--- src/rtl/vga_scan_counter.sv ---
// Raster timing source: a pixel-tick divider feeding cascaded horizontal and
// vertical counters, with line-end, frame-end and video-active decodes.
module vga_scan_counter #(
  parameter int DW       = 10,
  parameter int DIV      = 2,
  parameter int H_TOTAL  = 800,
  parameter int H_ACTIVE = 640,
  parameter int V_TOTAL  = 525,
  parameter int V_ACTIVE = 480
) (
  input  logic          clk,
  input  logic          rst,
  input  logic          enable,
  input  logic          clr,
  output logic          pix_tick,
  output logic [DW-1:0] H_conteo,
  output logic [DW-1:0] V_conteo,
  output logic          v_enable,
  output logic          frame_end,
  output logic          video_on
);

  localparam int DIV_W = (DIV > 1) ? $clog2(DIV) : 1;

  localparam logic [DIV_W-1:0] DIV_LAST = DIV_W'(DIV - 1);
  localparam logic [DW-1:0]    H_LAST   = DW'(H_TOTAL - 1);
  localparam logic [DW-1:0]    V_LAST   = DW'(V_TOTAL - 1);
  localparam logic [DW-1:0]    H_ACT    = DW'(H_ACTIVE);
  localparam logic [DW-1:0]    V_ACT    = DW'(V_ACTIVE);

  if (DIV < 1 || (H_TOTAL - 1) >= (1 << DW) || (V_TOTAL - 1) >= (1 << DW) ||
      H_ACTIVE > H_TOTAL || V_ACTIVE > V_TOTAL) begin : g_bad_params
    $error("vga_scan_counter: parameter set does not fit DW or is inconsistent");
  end

  logic [DIV_W-1:0] div_cnt;

  // Pulses decode from registered state so they stay one clk wide for any DIV.
  // NOTE: rst gates pix_tick because with DIV=1 the divider compare is always true.
  assign pix_tick  = enable & ~rst & (div_cnt == DIV_LAST);
  assign v_enable  = pix_tick & (H_conteo == H_LAST);
  assign frame_end = v_enable & (V_conteo == V_LAST);
  assign video_on  = (H_conteo < H_ACT) && (V_conteo < V_ACT);

  // NOTE: all state updates use non-blocking assignments so every counter sees
  // the pre-edge value of the enables feeding it.
  always_ff @(posedge clk or posedge rst) begin
    if (rst) begin
      div_cnt  <= '0;
      H_conteo <= '0;
      V_conteo <= '0;
    end else if (clr) begin
      div_cnt  <= '0;
      H_conteo <= '0;
      V_conteo <= '0;
    end else if (enable) begin
      div_cnt <= (div_cnt == DIV_LAST) ? '0 : div_cnt + DIV_W'(1);
      if (pix_tick)
        H_conteo <= (H_conteo == H_LAST) ? '0 : H_conteo + DW'(1);
      if (v_enable)
        V_conteo <= (V_conteo == V_LAST) ? '0 : V_conteo + DW'(1);
    end
  end

endmodule
--- config.mk ---
export PLATFORM = sky130hd
export DESIGN_NAME = vga_scan_counter
export DESIGN_NICKNAME = d
export VERILOG_FILES = /design/src/rtl/vga_scan_counter.sv
export SDC_FILE = /design/constraint.sdc
export NUM_CORES = 1
export LEC_CHECK = 0
export ABC_CLOCK_PERIOD_IN_PS = 1800
export CAP_MARGIN = 15
export CORE_MARGIN = 1.5
export CORE_UTILIZATION = 45
export DETAILED_ROUTE_END_ITERATION = 8
export HOLD_SLACK_MARGIN = 0.15
export PLACE_DENSITY = 0.75
export SETUP_SLACK_MARGIN = 0.05
export SYNTH_ARGS = -nofsm -noshare
export SYNTH_HDL_FRONTEND = slang
export SYNTH_SLANG_ARGS = --single-unit
--- constraint.sdc ---
create_clock -name clk -period 1.8 [get_ports clk]
set_input_delay 0.45 -clock clk [delete_from_list [all_inputs] [get_ports clk]]
set_output_delay 0.45 -clock clk [all_outputs]
set_load 0.03 [all_outputs]
== Word-level counts from Yosys, hierarchy flattened ==
Index checks and enable logic that the tools add are counted.

* Eq/ne operators: 2
* Add/sub/neg operators: 3
* Mux-type cells: 11
* Reduce and logical (&&, ||, !) cells: 6
* Bitwise logic cells: 5
* $lt $le $gt $ge: 2

{| class="wikitable"
|+ Operators with widths
! operator !! number
|-
| $mux 10 || 8
|-
| $add 10x1->10 const B || 2
|-
| $eq 10x10->1 const B || 2
|-
| $lt 10x10->1 const B || 1
|-
| $lt 10x9->1 const B || 1
|-
| $reduce_bool 2->1 || 3
|-
| $and 1x1->1 || 4
|-
| $reduce_and 2->1 || 2
|-
| $mux 1 || 3
|-
| $add 1x1->1 const B || 1
|-
| $logic_and 1x1->1 || 1
|-
| $not 1->1 || 1
|}

* Output and inout port bits: 24
* Bits in registers: 21
* Input port bits: 4

== Logic depth before layout (Yosys ltp) ==
Gate-level depths: netlist (run 1).

* Word-level depth: 7
* Depth in mapped cells: 8
* Gate-level depth less buffers: 6

== Least setup slack after synthesis (run 1) ==
Ideal clock, no wire load.

* Kind: register to output
* From: register H_conteo[0]
* To: output frame_end
* Stages on the path, launching flop included: 7
* Arrival: 1,941 ps
* Path slack: -591 ps
* Path through: dfrtp_1 ha_1 and3_1 and4_1 clkbuf_2 buf_2 and3_1

* Longest elaborated chain between the ends: 3

{| class="wikitable"
|+ Ends and longest elaborated chain
! what !! RTL line !! source
|-
| start: declaration || 16 || <nowiki>output logic [DW-1:0] H_conteo,</nowiki>
|-
| start signal: assignment || 59 || <nowiki>H_conteo <= (H_conteo == H_LAST) ? '0 : H_conteo + DW'(1);</nowiki>
|-
| $eq 10x10->1 || 41 || <nowiki>assign v_enable = pix_tick & (H_conteo == H_LAST);</nowiki>
|-
| $and 1x1->1 || 41 ||
|-
| named net v_enable || 18 || <nowiki>output logic v_enable,</nowiki>
|-
| $and 1x1->1 || 42 || <nowiki>assign frame_end = v_enable & (V_conteo == V_LAST);</nowiki>
|-
| end: declaration || 19 || <nowiki>output logic frame_end,</nowiki>
|}

The timed path passes the listed nets, and every way through them passes these cells.

== Final worst setup path (run 1) ==
* From: register V_conteo[0]
* To: output frame_end

* Longest elaborated chain between the ends: 2

{| class="wikitable"
|+ Ends and longest elaborated chain
! what !! RTL line !! source
|-
| start: declaration || 17 || <nowiki>output logic [DW-1:0] V_conteo,</nowiki>
|-
| start signal: assignment || 61 || <nowiki>V_conteo <= (V_conteo == V_LAST) ? '0 : V_conteo + DW'(1);</nowiki>
|-
| $eq 10x10->1 || 42 ||
|-
| $and 1x1->1 || 42 ||
|}

Every way passes these cells.

==> results of run 1 <==
-- worst register-to-register path: stages (launching register included) --
cell     delay (ns)
dfrtp_2        0.45
ha_4           0.16
and3_4         0.17
and4_4         0.18
buf_6          0.12
buf_6          0.11
or2_4          0.25
buf_6          0.14
a31oi_1        0.18
-- cells by family (layout without fill, tap and decap cells) --
family | count (synthesis) | after routing | share of synthesized area
buffers and inverters | 13 | 74 | 0.0486
xor gates and xnor gates | 8 | 8 | 0.0556
AOI/OAI and AO/OA | 29 | 29 | 0.190
adders and majority gates | 3 | 3 | 0.0298
and+or+nand+nor | 58 | 58 | 0.259
DFF | 21 | 21 | 0.417
-- registers in the layout, summed over array words and instances, names as in the netlist --
name and cells:
H_conteo 10, V_conteo 10, div_cnt 1
-- metrics by stage --
stage	setup WS, ns	util	total power, mW	cell area (µm²)
5_1_grt	-0.380	0.737	0.906	2000
3_3_place_gp	-0.308	0.648	0.612	1760
4_1_cts	-0.315	0.703	0.867	1910
6_report	-0.285	0.737	0.864	2000
3_5_place_dp	-0.380	0.648	0.615	1760
2_1_floorplan	-0.190	-	0.559	1310
-- final cells by class --
class                           instances  area [µm²]
Sequential cell                        21         539
Multi-Input combinational cell         98         806
Timing Repair Buffer                   64         564
Clock buffer                            3        22.5
Fill cell                             209         712
Clock inverter                          1        5.00
Tap cell                               31        38.8
Inverter                                6        22.5
-- worst max-delay path by stage --
stage                              end                    start  slack (ns)
5_1_grt                      frame_end  V_conteo[1]$_DFFE_PP0P_       -0.38
2_1_floorplan                frame_end  H_conteo[0]$_DFFE_PP0P_       -0.19
4_1_cts                      frame_end  V_conteo[1]$_DFFE_PP0P_       -0.32
3_3_place_gp   V_conteo[8]$_DFFE_PP0P_                      rst       -0.31
6_report                     frame_end  V_conteo[0]$_DFFE_PP0P_       -0.29
3_5_place_dp   V_conteo[7]$_DFFE_PP0P_                      rst       -0.38
-- power groups by stage --
stage	registers (mW)	clock network [mW]	logic (mW)
detailed placement	0.495	0	0.121
finish	0.488	0.232	0.144
CTS	0.488	0.247	0.133
global route	0.490	0.262	0.154
global placement	0.494	0	0.118
floorplan	0.507	0	0.0518
-- layer usage --
layer	GRT usage	part of all wire	up-vias
met5	0	0	-
met4	0.0578	0.0090	0
met3	0.0256	0.051	4
met2	0.468	0.53	43
met1	0.273	0.41	627
li1	-	-	607
-- cell usage after synthesis (all sizes together), types with 2 or more instances --
| cell | number | area share |
|---|---|---|
| dfrtp | 21 | 0.42 |
| a31oi | 10 | 0.073 |
| nand2 | 10 | 0.030 |
| nand3 | 10 | 0.040 |
| nor2 | 10 | 0.030 |
| o21ai | 7 | 0.037 |
| inv | 6 | 0.018 |
| xor2 | 6 | 0.042 |
| and3 | 5 | 0.025 |
| buf | 5 | 0.024 |
| nand4 | 4 | 0.020 |
| o211ai | 4 | 0.028 |
| a21oi | 3 | 0.012 |
| and4 | 3 | 0.021 |
| ha | 3 | 0.030 |
| nand2b | 3 | 0.015 |
| nor3 | 3 | 0.012 |
| a41oi | 2 | 0.020 |
| clkbuf | 2 | 0.0069 |
| nor2b | 2 | 0.0099 |
| xnor2 | 2 | 0.014 |
-- what timing repair did --
item | in CTS | in global routing
resized for setup | 47 | 16
pin swaps | 8 | 3
setup buffers | 5 | 5
setup endpoints to repair | 35 | 19
cloned | 0 | 0
==> flow_metrics.tcl, run 1 <==
set metrics [dict create \
    critPathBufInv 2 \
    synth_edf_count 0 \
    synth_seq_cells 21 \
    synth_cells 132 \
    grt_setup_unrepaired "true" \
    status "finished, violations left" \
    drt_iter0_drc 28 \
    post-place-cells 210 \
    pwr-share-clk 0.269 \
    gp_congestion 0.888 \
    drc 0 \
    antenna_found_initial 0 \
    ir_worst_vdd_v 0.000323 \
    vias 1281 \
    drv_slew 0 \
    die_h_um 55.9 \
    final_hold_viol_count 0 \
    cp_top_family "simple AND/OR/NAND/NOR gates" \
    p_sw_frac 0.270 \
    p_leak_nw 0.927 \
    syn_nets 139 \
    slew_headroom 0.754 \
    arrival_ns 1.64 \
    reg2reg_slack_ns -0.04 \
    hp-class "input pin to async pin" \
    detailed_place_hpwl_um 2510 \
    cp_num_cells 6 \
    clock_skew_ns 0.00313 \
    async_flop_share 1.00 \
    r2r_end "V_conteo[4]$_DFFE_PP0P_" \
    syn_area_per_cell_um2 9.55 \
    grt_max_degree 14 \
    antenna_cells_inserted 0 \
    first_global_vias 1281 \
    crit_required_ns 1.35 \
    most-common-layout-cells "28 x buf_4, 21 x dlygate4sd2_1, 12 x buf_6" \
    avgViaCountPerCell 5.72 \
    comb_power_share 0.166 \
    io_buffers 27 \
    dr.pass1.iters 4 \
    ant_nets 0 \
    area_growth_syn_to_layout_pct 58.4 \
    path_max_fanout 2 \
    die_x_um 55.9 \
    clk_path_buf_depth 2 \
    cp_slowest_cell "dfrtp_2" \
    fin_nets 201 \
    ys_seq_area_frac 0.417 \
    fin_crit_ns 2.09 \
    violations "negative setup slack" \
    start_kind "flip-flop" \
    drv_cap 0 \
    cts_buffers 3 \
    setup_viol 4 \
    period_share 1.16 \
    grtUsageTotal 0.238 \
    synth_area_mm2 0.00126 \
    start_util 0.465 \
    slowest_delay_ns 0.42 \
    crit_type "flip-flop to output port" \
    r2r-start "H_conteo[0]$_DFFE_PP0P_" \
    power.switching_mw 0.233 \
    yosysUniqueCellTypes 40 \
    avgRoutedWirePerCell_um 15.9 \
    p_int_mw 0.631 \
    powerDensity_mw_per_mm2 432 \
    grt_pass1_wl_um 5950 \
    hold_slack_ns 0.289 \
    stdcell_count 224 \
    clockRootBuffer "clkbuf_4" \
    gr-total-overflow 0 \
    seqPwrFrac 0.565 \
    layout-drive-gt1-share 0.425 \
    clkLatencyLatePin_ns 0.30 \
    fmax_ghz 0.480 \
    ys.flop_type "dfrtp_1" \
    holdBufCountCts 0 \
    worstMarginPinSlew_ns 0.369 \
    setup_tns_ns -0.487 \
    setup_ws_ns -0.285 \
    endpoint_kind "output port" \
    htreeDepth 1 \
    routed_wl_um 3560 \
    yosys_warnings 0 \
    cts_sinks 21 \
    io_pins 28 \
    tritoncts "done" \
    dieArea_mm2 0.00313 \
    crit_chain "inv_2 -> ha_4 -> nor4b_4 -> nor2b_1 -> and3_4 -> buf_6" \
    reg2reg_depth 8 \
    final_common_cell "buf_4" \
    path_clk_slew_ns 0.12 \
    coreArea_mm2 0.00271 \
    rows 19 \
]
(Power assumes the default switching activity.)
==> inputs of run 2 (changes only) <==
--- a/config.mk
+++ b/config.mk
@@ -6,7 +6,7 @@
 export NUM_CORES = 1
 export LEC_CHECK = 0
 export ABC_CLOCK_PERIOD_IN_PS = 1800
-export CAP_MARGIN = 15
+export CAP_MARGIN = 20
 export CORE_MARGIN = 1.5
 export CORE_UTILIZATION = 45
 export DETAILED_ROUTE_END_ITERATION = 8
==> results of run 2 <==
No change in the layout: final DEF, timing and power equal those of run 1.
==> inputs of run 3 (changes only) <==
--- a/config.mk
+++ b/config.mk
@@ -5,7 +5,7 @@
 export SDC_FILE = /design/constraint.sdc
 export NUM_CORES = 1
 export LEC_CHECK = 0
-export ABC_CLOCK_PERIOD_IN_PS = 1800
+export ABC_CLOCK_PERIOD_IN_PS = 1700
 export CAP_MARGIN = 20
 export CORE_MARGIN = 1.5
 export CORE_UTILIZATION = 45
==> constraint.sdc (replaced) <==
create_clock -name clk -period 1.7 [get_ports clk]
set_input_delay 0.425 -clock clk [delete_from_list [all_inputs] [get_ports clk]]
set_output_delay 0.425 -clock clk [all_outputs]
set_load 0.03 [all_outputs]
==> run 3 against run 2 <==
The run still ends with negative setup slack left. Power is 7.2% higher. Combinational power increased by 7%. Routed wire length increased by 16%. Design area increased by 8.3%. Sequential power is 5.5% higher. Critical path depth shrank 1. Critical endpoint unchanged.
==> flow_metrics.tcl, run 3 (synthesized netlist as in run 1, its figures left out) <==
set metrics [dict create \
    n_fill_cell 192 \
    dr.pass1.iters 4 \
    p_int_mw 0.666 \
    status "finished, violations left" \
    path_max_fanout 3 \
    avgRoutedWirePerCell_um 17.6 \
    worstMarginPinSlew_ns 0.374 \
    setup_ws_ns -0.351 \
    routed_wl_um 4130 \
    drv_cap 0 \
    layout-drive-gt1-share 0.522 \
    ir_worst_vdd_v 0.000421 \
    power.switching_mw 0.261 \
    dp_slack_ns -0.427 \
    rows 19 \
    reg2reg_depth 8 \
    comb_power_share 0.166 \
    grt_setup_unrepaired "true" \
    dr_wl_met3_um 195 \
    io_buffers 27 \
    seq_area_um2 536 \
    path_clk_slew_ns 0.13 \
    antenna_found_initial 0 \
    setup_tns_ns -0.821 \
    crit_chain "ha_4 -> and3_4 -> and4_4 -> and3_4 -> buf_6" \
    first_global_vias 1464 \
    powerDensity_mw_per_mm2 428 \
    seqPwrFrac 0.556 \
    cp_top_family "simple AND/OR/NAND/NOR gates" \
    hp-class "input pin to async pin" \
    endpoint_kind "output port" \
    pwr-share-clk 0.278 \
    arrival_ns 1.63 \
    period_share 1.21 \
    start_util 0.465 \
    p_leak_nw 0.955 \
    io_pins 28 \
    clk_path_buf_depth 2 \
    highest_layer "met4" \
    gr-total-overflow 0 \
    crit_required_ns 1.27 \
    critPathBufInv 1 \
    antenna_cells_inserted 0 \
    fin_nets 211 \
    cts_sinks 21 \
    dieArea_mm2 0.00313 \
    clockRootBuffer "clkbuf_4" \
    area_growth_syn_to_layout_pct 71.6 \
    postLayoutCoreUtil 0.799 \
    avgViaCountPerCell 5.97 \
    drv_slew 0 \
    setup_viol 5 \
    drc 0 \
    vias 1396 \
    most-common-layout-cells "31 x buf_4, 18 x buf_6, 13 x dfrtp_1" \
    detailed_place_hpwl_um 2580 \
    reg.largest.list "H_conteo: 10 flops, V_conteo: 10 flops, div_cnt: 1 flops" \
    cp_slowest_cell "dfrtp_2" \
    p_sw_frac 0.282 \
    start_kind "flip-flop" \
    grt_max_degree 22 \
    wl_met1_um 1590 \
    htreeDepth 1 \
    holdBufCountCts 0 \
    crit_type "flip-flop to output port" \
    clock_skew_ns 0.00897 \
    slowest_delay_ns 0.42 \
    dr_wl_met2_um 2260 \
    gp_congestion 0.904 \
    cp_num_cells 5 \
    final_hold_viol_count 0 \
    multi_input_area_um2 857 \
    tritoncts "done" \
    drt_iter0_drc 45 \
    coreArea_mm2 0.00271 \
    fin_crit_ns 2.05 \
    fmax_ghz 0.487 \
    ant_nets 0 \
    crit_top_cell "and3_4" \
    grtUsageTotal 0.274 \
    final_common_cell "buf_4" \
    die_x_um 55.9 \
    grt_pass1_wl_um 6740 \
    cts_buffers 3 \
    slew_headroom 0.749 \
    violations "negative setup slack" \
    die_h_um 55.9 \
    clkLatencyLatePin_ns 0.32 \
]
-- run 3: changes by cell type in the layout (fill, tap and decap cells not counted), moves of 4 or more --
cell / previous run / this run
nor2_1: 6 / 10
buf_6: 12 / 18
dlygate4sd2_1: 21 / 10
nor2_4: 4 / 0
clkdlybuf4s15_2: 0 / 8
nand3_1: 10 / 6
-- run 3: final cells by class --
class,instances,area share
clock buffers,3,0.0104
clock inverters,1,0.00231
inverters,6,0.0104
multi-input cells,98,0.396
flip-flops and latches,21,0.247
well taps,31,0.0179
repair buffers,74,0.316
-- run 3: what timing repair did --
item,4_1_cts,5_1_grt
cloned,1,0
gates resized for setup,80,19
pin swaps,10,12
endpoints found under the hold margin,0,0
setup endpoints to repair,34,19
setup buffers,9,7
-- run 3: final timing paths --
kind,startpoint,to,slack (ns)
hold / removal,rst,H_conteo[9]$_DFFE_PP0P_,0.28
hold reg to reg,div_cnt$_DFFE_PP0P_,div_cnt$_DFFE_PP0P_,0.55
setup / recovery,H_conteo[0]$_DFFE_PP0P_,frame_end,-0.35
min in group clk,div_cnt$_DFFE_PP0P_,div_cnt$_DFFE_PP0P_,0.55
setup reg to reg,V_conteo[0]$_DFFE_PP0P_,V_conteo[4]$_DFFE_PP0P_,-0.01
max in group asynchronous,rst,H_conteo[6]$_DFFE_PP0P_,1.16
-- run 3: metrics by stage --
| stage | hold slack [ns] | instances | area (µm²) | total power [mW] |
|---|---|---|---|---|
| after floorplan | 0.401 | 132 | 1320 | 0.592 |
| after global placement | 0.532 | 216 | 1810 | 0.649 |
| after detailed placement | 0.532 | 216 | 1810 | 0.654 |
| after CTS | 0.291 | 229 | 2080 | 0.924 |
| after global routing | 0.320 | 234 | 2160 | 0.958 |
| final | 0.284 | 234 | 2160 | 0.927 |
-- run 3: layer usage --
metal	GRT usage	vias to the layer above
met5	0	-
li1	-	627
met3	0.0256	10
met2	0.510	69
met1	0.329	690
met4	0.0952	0
-- run 3: power by group through the flow --
stage               sequential (mW)  clock, mW  combinational (mW)
floorplan                     0.537          0              0.0550
global placement              0.522          0               0.128
detailed placement            0.523          0               0.132
CTS                           0.515      0.259               0.150
global route                  0.516      0.277               0.166
finish                        0.515      0.257               0.154
-- run 3: tightest hold or removal path, stage by stage --
cell and delay [ns]:
dlygate4sd2_1 0.24, inv_1 0.05, buf_4 0.29
